### config.mk
export PLATFORM = sky130hd
export DESIGN_NAME = wrapper_dmac_req_ctrl
export DESIGN_NICKNAME = d
export VERILOG_FILES = /design/src/rtl/wrapper_dmac_req_ctrl.sv
export SDC_FILE = /design/constraint.sdc
export NUM_CORES = 1
export LEC_CHECK = 0
export ABC_AREA = 1
export CAP_MARGIN = 20
export CORE_MARGIN = 2
export CORE_UTILIZATION = 45
export DETAILED_ROUTE_END_ITERATION = 7
export HOLD_SLACK_MARGIN = 0.02
export PLACE_DENSITY_LB_ADDON = 0.25
export SLEW_MARGIN = 10
export SYNTH_ARGS = -nofsm -noshare
export SYNTH_HDL_FRONTEND = slang
export SYNTH_SLANG_ARGS = --single-unit
### constraint.sdc
create_clock -name hclk -period 1.4 [get_ports hclk]
set_input_delay 0.28 -clock hclk [delete_from_list [all_inputs] [get_ports hclk]]
set_output_delay 0.28 -clock hclk [all_outputs]
set_load 0.005 [all_outputs]
### src/rtl/wrapper_dmac_req_ctrl.sv
// wrapper_dmac_req_ctrl
//   Per-channel DMA request controller sitting between the accelerator
//   wrapper and a PL230-style DMAC. Each channel raises a registered request,
//   waits for the DMAC acknowledge, enforces a post-transfer hold-off, counts
//   completed transfers and keeps sticky done/timeout status.
//
// Ports (all per-channel vectors are NUM_CH wide, bit i = channel i):
//   hclk            clock
//   hresetn         asynchronous active-low reset
//   data_req_active accelerator has data ready / space available
//   data_req_en     software channel enable
//   dma_active      DMAC servicing channel (acknowledge)
//   dma_done        DMAC single-cycle completion pulse
//   status_clr      clears done_flag, timeout_flag, xfer_count of a channel
//   data_req        registered request to DMAC (high only while requesting)
//   done_flag       sticky: dma_done seen
//   timeout_flag    sticky: request timed out
//   xfer_count      completed transfers, channel i at [i*CNT_WIDTH +: CNT_WIDTH]
module wrapper_dmac_req_ctrl #(
  parameter int NUM_CH    = 5,
  parameter int CNT_WIDTH = 8,
  parameter int HOLDOFF   = 2,
  parameter int TIMEOUT   = 255
) (
  input  logic                        hclk,
  input  logic                        hresetn,
  input  logic [NUM_CH-1:0]           data_req_active,
  input  logic [NUM_CH-1:0]           data_req_en,
  input  logic [NUM_CH-1:0]           dma_active,
  input  logic [NUM_CH-1:0]           dma_done,
  input  logic [NUM_CH-1:0]           status_clr,
  output logic [NUM_CH-1:0]           data_req,
  output logic [NUM_CH-1:0]           done_flag,
  output logic [NUM_CH-1:0]           timeout_flag,
  output logic [NUM_CH*CNT_WIDTH-1:0] xfer_count
);

  localparam int TW        = (TIMEOUT > 0) ? $clog2(TIMEOUT + 1) : 1;
  localparam int TO_LAST   = (TIMEOUT > 0) ? TIMEOUT - 1 : 0;
  // The BUSY cycle that observes the dma_active fall is the first hold-off
  // cycle, so HOLD itself lasts HOLDOFF-1 cycles and is skipped for HOLDOFF<=1.
  // This puts the re-request exactly HOLDOFF+1 cycles after the fall.
  localparam int HW        = (HOLDOFF > 2) ? $clog2(HOLDOFF - 1) : 1;
  localparam int HOLD_LAST = (HOLDOFF >= 2) ? HOLDOFF - 2 : 0;

  typedef enum logic [1:0] {
    ST_IDLE = 2'd0,
    ST_REQ  = 2'd1,
    ST_BUSY = 2'd2,
    ST_HOLD = 2'd3
  } state_t;

  for (genvar i = 0; i < NUM_CH; i++) begin : g_ch
    state_t                 r_state;
    state_t                 w_next;
    logic [TW-1:0]          r_timer;
    logic [HW-1:0]          r_hold;
    logic                   r_act_d;
    logic                   r_req;
    logic                   r_done;
    logic                   r_to;
    logic [CNT_WIDTH-1:0]   r_cnt;
    logic                   w_go;
    logic                   w_fall;
    logic                   w_to_evt;
    logic                   w_inc;

    always_comb begin
      w_next   = r_state;
      w_to_evt = 1'b0;
      w_inc    = 1'b0;
      w_go     = data_req_active[i] & data_req_en[i];
      w_fall   = r_act_d & ~dma_active[i];
      case (r_state)
        ST_IDLE: if (w_go) w_next = ST_REQ;
        ST_REQ: begin
          if (!data_req_en[i]) begin
            w_next = ST_IDLE;
          end else if (dma_active[i]) begin
            w_next = ST_BUSY;
          end else if ((TIMEOUT != 0) && (r_timer == TW'(TO_LAST))) begin
            w_next   = ST_IDLE;
            w_to_evt = 1'b1;
          end
        end
        ST_BUSY: begin
          if (w_fall) begin
            w_inc  = 1'b1;
            w_next = (HOLDOFF >= 2) ? ST_HOLD : ST_IDLE;
          end
        end
        ST_HOLD: if (r_hold == HW'(HOLD_LAST)) w_next = ST_IDLE;
        default: w_next = ST_IDLE;
      endcase
    end

    always_ff @(posedge hclk or negedge hresetn) begin
      if (!hresetn) begin
        r_state <= ST_IDLE;
        r_timer <= '0;
        r_hold  <= '0;
        r_act_d <= 1'b0;
        r_req   <= 1'b0;
        r_done  <= 1'b0;
        r_to    <= 1'b0;
        r_cnt   <= '0;
      end else begin
        r_state <= w_next;
        r_act_d <= dma_active[i];
        r_req   <= (w_next == ST_REQ);
        // Timer is zero whenever not requesting, so every REQ entry starts at 0.
        r_timer <= (r_state == ST_REQ) ? r_timer + 1'b1 : '0;
        r_hold  <= (r_state == ST_HOLD) ? r_hold + 1'b1 : '0;
        // Set events win over a same-cycle clear.
        r_done  <= dma_done[i] | (r_done & ~status_clr[i]);
        r_to    <= w_to_evt | (r_to & ~status_clr[i]);
        if (w_inc) begin
          r_cnt <= status_clr[i] ? CNT_WIDTH'(1) : r_cnt + 1'b1;
        end else if (status_clr[i]) begin
          r_cnt <= '0;
        end
      end
    end

    assign data_req[i]                             = r_req;
    assign done_flag[i]                            = r_done;
    assign timeout_flag[i]                         = r_to;
    assign xfer_count[i*CNT_WIDTH +: CNT_WIDTH]    = r_cnt;
  end

endmodule

==> qor_table.md, run 1 <==
| Group | Metric | Value |
|---|---|---|
| drt | Total detailed-routing wirelength | 12330 um |
| drt | Number of DRC violations after detailed-routing iteration 0 | 406 |
| drt | Routed via count | 5184 |
| layout | Final standard cell count with taps included and fillers excluded | 1077 |
| cts | Count of H-tree levels built during CTS | 4 |
| die | Core Footprint | 12520 um2 |
| setup path | Required time reported for the critical path endpoint | 1.12 ns |
| setup path | Cells on worst reg2reg path | 9 |
| global route | Total overflow reported by the global router | 0 |
| sta | Setup violators final | 0 |
| layout | Number of nets at the end of the flow | 934 |
| drt | DRC violation count after routing | 0 |
| sta | Clock skew after layout | 0.008567 ns |
| cts | Total clock buffers created by CTS | 17 |
| setup path | Count of buffering cells on the critical path with inverters included | 1 |
| synth | Most common cell in the synthesized netlist | sky130_fd_sc_hd__nand2_1 |
| die | Total I/O pin count | 82 |
| synth | Count of flip-flops with a built-in enable after synthesis | 0 |
| synth | Yosys synthesis warning count | 0 |
| power and ir drop | Max VDD drop | 0.9396 mV |
| cts | Worst skew pair latency | 0.42 ns |
| die | Floorplan row count | 41 |
| synth | Largest family of logic cells by synthesized area | simple AND/OR/NAND/NOR gates |
| synth | Post-synthesis instance total | 738 |
| synth | Commonest cells in the synthesized netlist | 212 x sky130_fd_sc_hd__nand2_1, 131 x sky130_fd_sc_hd__nor2_1, 115 x sky130_fd_sc_hd__dfrtp_1 |
| global route | Number of global-route vias before repair | 4882 |
| cts | CTS Buffer Depth | 2 |
| placement | Placement Cell Area | 6903 um2 |
| drt | Drt wl/cell | 11.45 um |
| cts | Clock tree from TritonCTS | done |
| synth | Post-Synth Adder-Cell Area | 3.267% |
| synth | Ys async rst share | 100.0% |
| setup path | Critical Setup Path Class | flip-flop to primary output |
| setup path | Path length in cells of the critical path | 1 |
| setup path | Ordered cell list for the critical path | dlygate4sd2_1 |
| drt | Per-cell via count in the routed design | 4.813 |
| layout | Design Area, Final | 7739 um2 |
| sta | Max-slew violation total from the final report | 0 |
| sta | Unrepaired setup endpoints after global routing | no |
| synth | Post-synthesis xor/xnor area fraction | 1.067% |
| global route | Initial antenna violation count | 0 |
| synth | Fraction of the yosys area taken by sequential cells | 50.10% |
| placement | Routability congestion estimate | 0.8739 |
| die | Die Footprint | 13680 um2 |
| drt | First-pass iteration count of the detailed router | 5 |
| synth | Multiplexer share of the synthesized area | 0% |
| setup path | Nature of the critical path endpoint | primary output |
| layout | Fraction of layout instances using a drive strength above 1 | 14.03% |
| power and ir drop | Cell leakage power | 0.003976 uW |
| synth | Post-synthesis average cell area | 7.784 um2 |
| setup path | Worst Path Arrival | 1.09 ns |
| global route | Maximum number of pins on one net before global-route repair | 33 |
| drt | Post-route ant nets | 0 |
| synth | Flip-flop and latch count after synthesis | 115 |
| sta | Fraction of the cycle the final worst path needs | 98.10% |
| power and ir drop | Cell area power density | 1314 nW/um2 |
| global route | GRT Overall Usage | 19.06% |
| synth | Number of different library cells in the post-synthesis netlist | 23 |
| setup path | Maximum fanout along the worst path | 2 |
| sta | Min Clock Period, post-route | 1.373 ns |
| synth | Predominant post-synthesis flop cell | sky130_fd_sc_hd__dfrtp_1 |
| sta | Final Hold Violating Endpoints | 0 |
| layout | Relative area change from synthesis to final layout | 34.72% |
| synth | Area of the mapped netlist | 5744 um2 |
| placement | Placed instance count | 1006 |
| power and ir drop | Power Total | 10170 uW |
| cts | Root cell of the clock tree | sky130_fd_sc_hd__clkbuf_16 |
| synth | Simple-gate share of the synthesized area | 31.41% |
| synth | Syn_nets | 780 |
| cts | Clock tree sinks | 115 |
| sta | Slew HR | 76.21% |
| layout | Number of antenna repair diodes | 0 |
| synth | Share of the synthesized area in the top cell type | 50.10% |
| sta | Max Fclk | 0.7281 GHz |
| cts | CTS clock-pin slew for the worst setup and hold paths | 0.06 ns |
| sta | Transition time at the pin with the least slew margin | 0.3555 ns |
| flow run | Maximum capacitance violations | 0 |
| outcome | Status | completed |
| setup path | Critical-path cell with the highest stage delay | sky130_fd_sc_hd__dfrtp_1 |
| worst hold path | Tightest Hold Check Type | input port to asynchronous set/reset pin |
| synth | Library cell with the largest summed area after synthesis | sky130_fd_sc_hd__dfrtp_1 |
| setup path | Crit path max-delay family | flip-flops |
| sta | Setup TNS | 0 ns |
| placement | Estimated wirelength of the detail-placed design | 8600 um |
| synth | Synth top area cells | sky130_fd_sc_hd__dfrtp_1 50%, sky130_fd_sc_hd__nand2_1 14%, sky130_fd_sc_hd__nor2_1 8.6%, sky130_fd_sc_hd__inv_1 6.0%, sky130_fd_sc_hd__nand3_1 4.0% |
| synth | Compound-cell area share of the yosys netlist | 4.879% |
| die | Die Span Y | 117.0 um |
| setup path | Max stage delay on crit path | 0.41 ns |
| die | Die extent in x | 117.0 um |
| placement | # port buffers | 81 |
| global route | Wire length of the first global-routing pass | 20590 um |
| die | Initial core utilization | 45.89% |
| setup path | Startpoint class of the critical path | flip-flop |
per-layer routing:
metal,vias to the layer above,global-route usage (%),share of wire (%)
li1,2603,-,-
met1,2428,22.79,45
met2,123,31.75,49
met3,30,4.634,3.9
met4,0,10.51,2.6
met5,-,0,0
logic make-up after synthesis:
| logic type | after synthesis |
|---|---|
| compound gates | 48 |
| simple gates | 435 |
| buf+inv | 118 |
| xor+xnor | 7 |
| flops | 115 |
| fa+ha+maj | 15 |
area by class of cell:
type                       instances  area (um2)
multi-input combinational        505        2341
sequential                       115        2882
inverter                          98       367.9
fill                            1080        4778
tap                              172       215.2
clock inverter                    11       102.6
clock buffer                      21       480.5
timing repair buffer             155        1350
cell usage in the layout, fill, tap and decap left out, types with 6 or more instances in the layout:
| cell type | instances |
|---|---|
| sky130_fd_sc_hd__nand2_1 | 212 |
| sky130_fd_sc_hd__nor2_1 | 128 |
| sky130_fd_sc_hd__dfrtp_1 | 112 |
| sky130_fd_sc_hd__inv_1 | 92 |
| sky130_fd_sc_hd__buf_4 | 69 |
| sky130_fd_sc_hd__dlygate4sd2_1 | 49 |
| sky130_fd_sc_hd__nand3_1 | 46 |
| sky130_fd_sc_hd__clkdlybuf4s50_1 | 25 |
| sky130_fd_sc_hd__a21oi_1 | 20 |
| sky130_fd_sc_hd__clkbuf_16 | 17 |
| sky130_fd_sc_hd__nor3_1 | 16 |
| sky130_fd_sc_hd__ha_1 | 15 |
| sky130_fd_sc_hd__nand4_1 | 13 |
| sky130_fd_sc_hd__o21ai_0 | 12 |
| sky130_fd_sc_hd__nor2_2 | 10 |
| sky130_fd_sc_hd__xor2_1 | 7 |
| sky130_fd_sc_hd__clkinvlp_4 | 6 |
| sky130_fd_sc_hd__clkdlybuf4s15_1 | 6 |
flip-flops by register name (all words and copies together) (netlist names):
| signal | cells |
|---|---|
| g_ch.r_cnt | 40 |
| g_ch.r_timer | 40 |
| g_ch.r_state | 10 |
| g_ch.r_act_d | 5 |
| g_ch.r_done | 5 |
| g_ch.r_hold | 5 |
| g_ch.r_req | 5 |
| g_ch.r_to | 5 |
power by group:
group,switching [uW],internal [uW]
Clock,1550,2620
Sequential,357,3720
Combinational,1150,772
worst paths after layout:
path	from	endpoint	slack (ns)
setup / recovery	g_ch[3].r_cnt[2]	xfer_count[26]	0.03
hold / removal	hresetn	g_ch[3].r_cnt[5]	0.29
max in group asynchronous	hresetn	g_ch[0].r_cnt[4]	0.60
hold reg to reg	g_ch[3].r_hold	g_ch[3].r_hold	0.44
min in group hclk	dma_active[4]	g_ch[4].r_act_d	0.36
setup reg to reg	g_ch[4].r_state[0]	g_ch[4].r_cnt[4]	0.12
timing repair:
item | in CTS | in global routing
resized for setup | 58 | 10
hold buffers | 1 | 0
endpoints found under the hold margin | 15 | 0
cloned | 0 | 1
buffers inserted | 37 | 0
setup endpoints to repair | 55 | 12
metrics by stage:
stage | hold WS, ns | worst slack [ns] | util, %
CTS | 0.2839 | 0.0008636 | 61.59
finish | 0.2884 | 0.02663 | 61.83
global placement | 0.1829 | -0.1563 | 55.15
global route | 0.3146 | 0.003184 | 61.83
detailed placement | 0.1855 | -0.2064 | 55.15
floorplan | -0.01559 | 0.2608 | -
No activity file was read; power rests on OpenSTA's default activity.
==> run 2, diff against run 1 <==
- GPL_TIMING_DRIVEN: default -> 0
==> qor_table.md, run 2 (same netlist as run 1, synthesis figures left out) <==
| Group | Metric | Value | vs previous |
|---|---|---|---|
| setup path | Nature of the critical path endpoint | primary output | unchanged |
| setup path | Max stage delay on crit path | 0.40 ns | was 0.41 ns |
| die | Floorplan row count | 41 | unchanged |
| global route | Wire length of the first global-routing pass | 20350 um | was 20590 um |
| global route | Total overflow reported by the global router | 0 | unchanged |
| setup path | Required time reported for the critical path endpoint | 1.12 ns | about the same |
| setup path | Critical-path cell with the highest stage delay | sky130_fd_sc_hd__dfrtp_1 | unchanged |
| layout | Relative area change from synthesis to final layout | 32.63% | was 34.72% |
| sta | Slew HR | 71.41% | was 76.21% |
| setup path | Crit path max-delay family | flip-flops | unchanged |
| cts | CTS clock-pin slew for the worst setup and hold paths | 0.05 ns | was 0.06 ns |
| sta | Max Fclk | 0.7314 GHz | was 0.7281 GHz |
| sta | Fraction of the cycle the final worst path needs | 97.66% | was 98.10% |
| cts | Root cell of the clock tree | sky130_fd_sc_hd__clkbuf_16 | unchanged |
| sta | Max-slew violation total from the final report | 0 | unchanged |
| die | Die Footprint | 13680 um2 | unchanged |
| setup path | Ordered cell list for the critical path | dlygate4sd2_1 | unchanged |
| drt | Drt wl/cell | 11.20 um | was 11.45 um |
| drt | First-pass iteration count of the detailed router | 5 | unchanged |
| global route | Number of global-route vias before repair | 4851 | was 4882 |
| setup path | Maximum fanout along the worst path | 4 | was 2 |
| drt | Total detailed-routing wirelength | 11940 um | was 12330 um |
| layout | Highest-count cells in the layout ignoring fill and taps | 212 x sky130_fd_sc_hd__nand2_1, 129 x sky130_fd_sc_hd__nor2_1, 113 x sky130_fd_sc_hd__dfrtp_1 | was 212 x sky130_fd_sc_hd__nand2_1, 128 x sky130_fd_sc_hd__nor2_1, 112 x sky130_fd_sc_hd__dfrtp_1 |
| placement | Placement-stage worst setup slack | -0.1901 ns | was -0.2064 ns |
| cts | CTS Buffer Depth | 2 | unchanged |
| sta | Final Hold Violating Endpoints | 0 | unchanged |
| cts | Clock tree from TritonCTS | done | unchanged |
| cts | Clock tree sinks | 115 | unchanged |
| sta | Setup TNS | 0 ns | unchanged |
| sta | Unrepaired setup endpoints after global routing | no | unchanged |
| layout | Number of nets at the end of the flow | 924 | was 934 |
| placement | Estimated wirelength of the detail-placed design | 8109 um | was 8600 um |
| sta | Minimum setup slack in the final design | 0.03274 ns | was 0.02663 ns |
| global route | Initial antenna violation count | 0 | unchanged |
| placement | Routability congestion estimate | 0.8659 | was 0.8739 |
| die | Die Span Y | 117.0 um | unchanged |
| drt | Number of DRC violations after detailed-routing iteration 0 | 345 | was 406 |
| global route | Maximum number of pins on one net before global-route repair | 73 | was 33 |
| die | Die extent in x | 117.0 um | unchanged |
| setup path | Count of buffering cells on the critical path with inverters included | 1 | unchanged |
| drt | Routed via count | 5110 | was 5184 |
| sta | Clock skew after layout | 0.01035 ns | was 0.008567 ns |
| die | Total I/O pin count | 82 | unchanged |
| worst hold path | Tightest Hold Check Type | input port to asynchronous set/reset pin | unchanged |
| cts | Total clock buffers created by CTS | 17 | unchanged |
| sta | Worst slack on hold paths | 0.3601 ns | was 0.2884 ns |
| power and ir drop | Cell leakage power | 0.003939 uW | was 0.003976 uW |
| die | Initial core utilization | 45.89% | unchanged |
| drt | DRC violation count after routing | 0 | unchanged |
| placement | # port buffers | 81 | unchanged |
| sta | Min Clock Period, post-route | 1.367 ns | was 1.373 ns |
| cts | Worst skew pair latency | 0.41 ns | was 0.42 ns |
| sta | Transition time at the pin with the least slew margin | 0.4289 ns | was 0.3555 ns |
| cts | Count of H-tree levels built during CTS | 4 | unchanged |
| outcome | Status | completed | unchanged |
| setup path | Startpoint class of the critical path | flip-flop | unchanged |
| power and ir drop | Power Total | 10320 uW | was 10170 uW |
| setup path | Worst Path Arrival | 1.09 ns | about the same |
| sta | Setup violators final | 0 | unchanged |
| global route | GRT Overall Usage | 18.68% | was 19.06% |
| layout | Most frequent standard cell in the layout excluding fill and tap cells | sky130_fd_sc_hd__nand2_1 | unchanged |
| flow run | Maximum capacitance violations | 0 | unchanged |
| drt | Per-cell via count in the routed design | 4.794 | was 4.813 |
| power and ir drop | Max VDD drop | 0.8694 mV | was 0.9396 mV |
| layout | Fraction of layout instances using a drive strength above 1 | 13.98% | was 14.03% |
| power and ir drop | Cell area power density | 1355 nW/um2 | was 1314 nW/um2 |
| layout | Largest registers | g_ch.r_cnt: 40 flops, g_ch.r_timer: 40 flops, g_ch.r_state: 10 flops | unchanged |
| drt | Post-route ant nets | 0 | unchanged |
| layout | Number of antenna repair diodes | 0 | unchanged |
| setup path | Critical Setup Path Class | flip-flop to primary output | unchanged |
| die | Core Footprint | 12520 um2 | unchanged |
## run 2: cell types whose count changed in the layout (fill, tap and decap cells not counted), sizes merged
cell           delta
clkinvlp          -6
clkdlybuf4s15     -5
clkbuf           +15
inv               -1
buf               -2
clkinv            -2
dlygate4sd2      -11
bufinv            +1
## run 2: worst paths after layout
check / start / to / slack (ns) / cells past startpoint
setup / recovery: g_ch[2].r_cnt[0] / xfer_count[16] / 0.03 / 1
min in group hclk: dma_active[4] / g_ch[4].r_act_d / 0.36 / 1
hold / removal: hresetn / g_ch[3].r_cnt[5] / 0.36 / 2
max in group asynchronous: hresetn / g_ch[2].r_cnt[2] / 0.32 / 3
setup reg to reg: g_ch[2].r_state[0] / g_ch[2].r_cnt[7] / 0.13 / 7
hold reg to reg: g_ch[0].r_hold / g_ch[0].r_hold / 0.45 / 1
## run 2: power breakdown
part / leakage (uW) / switching, uW / total, uW / internal (uW)
registers: 0.00155 / 349 / 4070 / 3720
logic: 0.00209 / 1150 / 1920 / 770
clock network: 0.000297 / 1400 / 4340 / 2940
## run 2: repair_timing
action                                  4_1_cts  5_1_grt
endpoints found under the setup margin       55       16
hold buffers                                  1        0
gates resized for setup                      85       13
buffers inserted                             40        2
endpoints found under the hold margin        43        0
## run 2: per-layer routing
metal,GRT usage [%],routed length (um),vias up
li1,-,-,2596
met1,22.60,5416,2413
met2,31.37,5981,89
met3,4.686,410,12
met4,8.941,131,0
met5,0,0,-
## run 2: area by class of cell
cell class	count	area [um2]
plain buffers	20	165.2
clock buffers	28	536.8
clock inverters	3	65.06
fillers	1150	4898
inverters	98	367.9
multi-input cells	505	2344
flip-flops and latches	115	2880
well taps	172	215.2
repair buffers	125	1045
## run 2: metrics by stage
step | std cells | cell area [um2] | util, %
5_1_grt | 1066 | 7619 | 60.87
4_1_cts | 1064 | 7635 | 61.00
3_5_place_dp | 992 | 6799 | 54.32
3_3_place_gp | 991 | 6770 | 54.09
6_report | 1066 | 7619 | 60.87
2_1_floorplan | 738 | 5744 | -
==> run 3, diff against run 2 <==
- CORE_UTILIZATION: 45 -> 55
==> qor_table.md, run 3 (same netlist as run 1, synthesis figures left out) <==
| Group | Metric | Value | vs previous |
|---|---|---|---|
| placement | Placement Cell Area | 6754 um2 | was 6799 um2 |
| global route | Number of global-route vias before repair | 4958 | was 4851 |
| global route | Initial antenna violation count | 0 | unchanged |
| layout | Largest registers | g_ch.r_cnt: 40 flops, g_ch.r_timer: 40 flops, g_ch.r_state: 10 flops | unchanged |
| die | Initial core utilization | 56.15% | was 45.89% |
| setup path | Max stage delay on crit path | 0.37 ns | was 0.40 ns |
| sta | Clock skew after layout | 0.008349 ns | was 0.01035 ns |
| power and ir drop | Share of total power in sequential cells | 40.4% | was 39.4% |
| die | Die Footprint | 11280 um2 | was 13680 um2 |
| cts | Count of H-tree levels built during CTS | 4 | unchanged |
| worst hold path | Launch instance of the worst min-delay path | dma_active[4] |  |
| die | Floorplan row count | 37 | was 41 |
| layout | Number of nets at the end of the flow | 917 | was 924 |
| setup path | Required time reported for the critical path endpoint | 1.12 ns | about the same |
| drt | Per-cell via count in the routed design | 5.020 | was 4.794 |
| power and ir drop | Combinational power share | 19.2% | was 18.6% |
| sta | Unrepaired setup endpoints after global routing | yes | was no |
| global route | Wire length of the first global-routing pass | 21120 um | was 20350 um |
| setup path | Startpoint of the lowest-slack register-to-register path | g_ch[1].r_timer[1] | was g_ch[2].r_state[0] |
| placement | # port buffers | 81 | unchanged |
| sta | Fraction of the cycle the final worst path needs | 97.63% | was 97.66% |
| global route | GRT Overall Usage | 23.08% | was 18.68% |
| power and ir drop | Cell leakage power | 0.003775 uW | was 0.003939 uW |
| layout | Design Area, Final | 7438 um2 | was 7619 um2 |
| worst hold path | Tightest Hold Check Type | input port to flip-flop | was input port to asynchronous set/reset pin |
| drt | First-pass iteration count of the detailed router | 5 | unchanged |
| sta | Max Fclk | 0.7317 GHz | was 0.7314 GHz |
| cts | Total clock buffers created by CTS | 17 | unchanged |
| layout | Most frequent standard cell in the layout excluding fill and tap cells | sky130_fd_sc_hd__nand2_1 | unchanged |
| sta | Setup TNS | 0 ns | unchanged |
| layout | Number of antenna repair diodes | 0 | unchanged |
| setup path | Count of buffering cells on the critical path with inverters included | 1 | unchanged |
| layout | Relative area change from synthesis to final layout | 29.49% | was 32.63% |
| layout | Highest-count cells in the layout ignoring fill and taps | 212 x sky130_fd_sc_hd__nand2_1, 128 x sky130_fd_sc_hd__nor2_1, 114 x sky130_fd_sc_hd__dfrtp_1 | was 212 x sky130_fd_sc_hd__nand2_1, 129 x sky130_fd_sc_hd__nor2_1, 113 x sky130_fd_sc_hd__dfrtp_1 |
| drt | Total detailed-routing wirelength | 12390 um | was 11940 um |
| worst hold path | Hold path endpoint | g_ch[4].r_act_d |  |
| cts | Worst skew pair latency | 0.51 ns | was 0.41 ns |
| sta | Max-slew violation total from the final report | 0 | unchanged |
| setup path | Crit path max-delay family | flip-flops | unchanged |
| power and ir drop | Fraction of power spent switching nets | 30.16% | was 28.04% |
| cts | Clock tree from TritonCTS | done | unchanged |
| layout | Fraction of layout instances using a drive strength above 1 | 17.79% | was 13.98% |
| power and ir drop | Max VDD drop | 0.8045 mV | was 0.8694 mV |
| setup path | Critical-path cell with the highest stage delay | sky130_fd_sc_hd__dfrtp_1 | unchanged |
| layout | Area taken by flip-flops and latches | 2879 um2 | was 2880 um2 |
| drt | Post-route ant nets | 0 | unchanged |
| power and ir drop | P_sw | 3055 uW | was 2894 uW |
| power and ir drop | Cell area power density | 1362 nW/um2 | was 1355 nW/um2 |
| sta | Slew HR | 64.19% | was 71.41% |
| layout | # fillers | 803 | was 1150 |
| setup path | Ordered cell list for the critical path | clkdlybuf4s15_1 | was dlygate4sd2_1 |
| outcome | Status | completed | unchanged |
| layout | Area taken by multi-input logic gates | 2356 um2 | was 2344 um2 |
| cts | Root cell of the clock tree | sky130_fd_sc_hd__clkbuf_8 | was sky130_fd_sc_hd__clkbuf_16 |
| flow run | Maximum capacitance violations | 0 | unchanged |
| drt | DRC violation count after routing | 0 | unchanged |
| placement | Routability congestion estimate | 0.8475 | was 0.8659 |
| drt | Routed via count | 5140 | was 5110 |
| setup path | RR Endpoint | g_ch[1].r_timer[6] | was g_ch[2].r_cnt[7] |
| setup path | Startpoint class of the critical path | flip-flop | unchanged |
| die | Core Footprint | 10230 um2 | was 12520 um2 |
| cts | CTS Buffer Depth | 2 | unchanged |
| drt | Drt wl/cell | 12.10 um | was 11.20 um |
| cts | CTS clock-pin slew for the worst setup and hold paths | 0.06 ns | was 0.05 ns |
| die | Total I/O pin count | 82 | unchanged |
| die | Die extent in x | 106.2 um | was 117.0 um |
| cts | Clock tree sinks | 115 | unchanged |
| placement | Estimated wirelength of the detail-placed design | 7912 um | was 8109 um |
| worst hold path | Depth of the worst hold-timing path | 1 |  |
| setup path | Cells on worst reg2reg path | 6 | was 7 |
| power and ir drop | Internal power | 7073 uW | was 7427 uW |
| setup path | Critical Setup Path Class | flip-flop to primary output | unchanged |
| drt | Number of DRC violations after detailed-routing iteration 0 | 245 | was 345 |
| sta | Transition time at the pin with the least slew margin | 0.5371 ns | was 0.4289 ns |
| global route | Maximum number of pins on one net before global-route repair | 60 | was 73 |
| setup path | Worst Path Arrival | 1.09 ns | about the same |
| setup path | Nature of the critical path endpoint | primary output | unchanged |
| power and ir drop | Clock network fraction of design power | 40.4% | was 42.0% |
| global route | Total overflow reported by the global router | 0 | unchanged |
| sta | Setup violators final | 0 | unchanged |
| setup path | Maximum fanout along the worst path | 2 | was 4 |
| sta | Final Hold Violating Endpoints | 0 | unchanged |
| setup path | R2R setup slack | 0.08 ns | was 0.13 ns |
| die | Die Span Y | 106.2 um | was 117.0 um |
| sta | Min Clock Period, post-route | 1.367 ns | about the same |
-- run 3: cell types whose count changed in the layout (fill, tap and decap cells not counted), moves of 5 or more --
cell | previous run | this run
sky130_fd_sc_hd__buf_2 | 6 | 22
sky130_fd_sc_hd__buf_4 | 59 | 51
sky130_fd_sc_hd__buf_6 | 5 | 16
sky130_fd_sc_hd__clkbuf_2 | 8 | 17
sky130_fd_sc_hd__clkbuf_8 | 7 | 2
sky130_fd_sc_hd__clkinvlp_4 | 0 | 5
sky130_fd_sc_hd__dlygate4sd2_1 | 38 | 0
-- run 3: how the worst max path moves through the flow --
stage                  startpoint            endpoint  slack [ns]  cells after the start
3_3_place_gp              hresetn    g_ch[2].r_cnt[1]       -4.34                      1
3_5_place_dp        dma_active[0]    g_ch[0].r_cnt[0]       -0.20                      8
2_1_floorplan  g_ch[1].r_state[0]    g_ch[1].r_cnt[3]        0.26                      6
4_1_cts          g_ch[3].r_cnt[2]      xfer_count[26]      0.0007                      1
6_report         g_ch[2].r_cnt[1]      xfer_count[17]        0.03                      1
5_1_grt        g_ch[1].r_timer[1]  g_ch[1].r_timer[6]       -0.04                      6
-- run 3: area by class of cell --
class / count / share of cell area (%)
sequential: 115 / 38.70
multi-input combinational: 505 / 31.67
timing repair buffer: 133 / 14.03
clock buffer: 20 / 5.854
inverter: 98 / 4.945
tap: 136 / 2.288
clock inverter: 12 / 1.800
buffer: 5 / 0.7065
-- run 3: layer usage --
layer,share of wire [%],track usage [%]
met1,43,28.11
met3,3.7,4.292
met5,0,0
met2,52,40.61
met4,1.5,8.835
-- run 3: what timing repair did --
item,4_1_cts,5_1_grt
endpoints found under the setup margin,55,25
gates resized for setup,188,23
buffers inserted,43,7
pin swaps,0,0
hold buffers,1,0
hold endpoints to repair,56,0
cloned,0,0
-- run 3: metrics by stage --
| step | setup WS [ns] | instances | hold WS [ns] | utilization (%) | total power (uW) |
|---|---|---|---|---|---|
| 2_1_floorplan | 0.2608 | 738 | -0.01559 | - | 5324 |
| 3_3_place_gp | -4.344 | 955 | 0.4320 | 65.73 | 5927 |
| 3_5_place_dp | -0.2037 | 956 | 0.2808 | 66.01 | 6041 |
| 4_1_cts | 0.0007399 | 1019 | 0.2471 | 72.95 | 10200 |
| 5_1_grt | -0.03623 | 1024 | 0.2778 | 72.70 | 10670 |
| 6_report | 0.03324 | 1024 | 0.2652 | 72.70 | 10130 |
-- run 3: power by group through the flow --
stage / Sequential, uW / Combinational, uW / Clock, uW
5_1_grt: 4140 / 2240 / 4290
3_5_place_dp: 4140 / 1900 / 0
2_1_floorplan: 4060 / 1260 / 0
6_report: 4090 / 1950 / 4090
3_3_place_gp: 4110 / 1820 / 0
4_1_cts: 4070 / 1950 / 4180
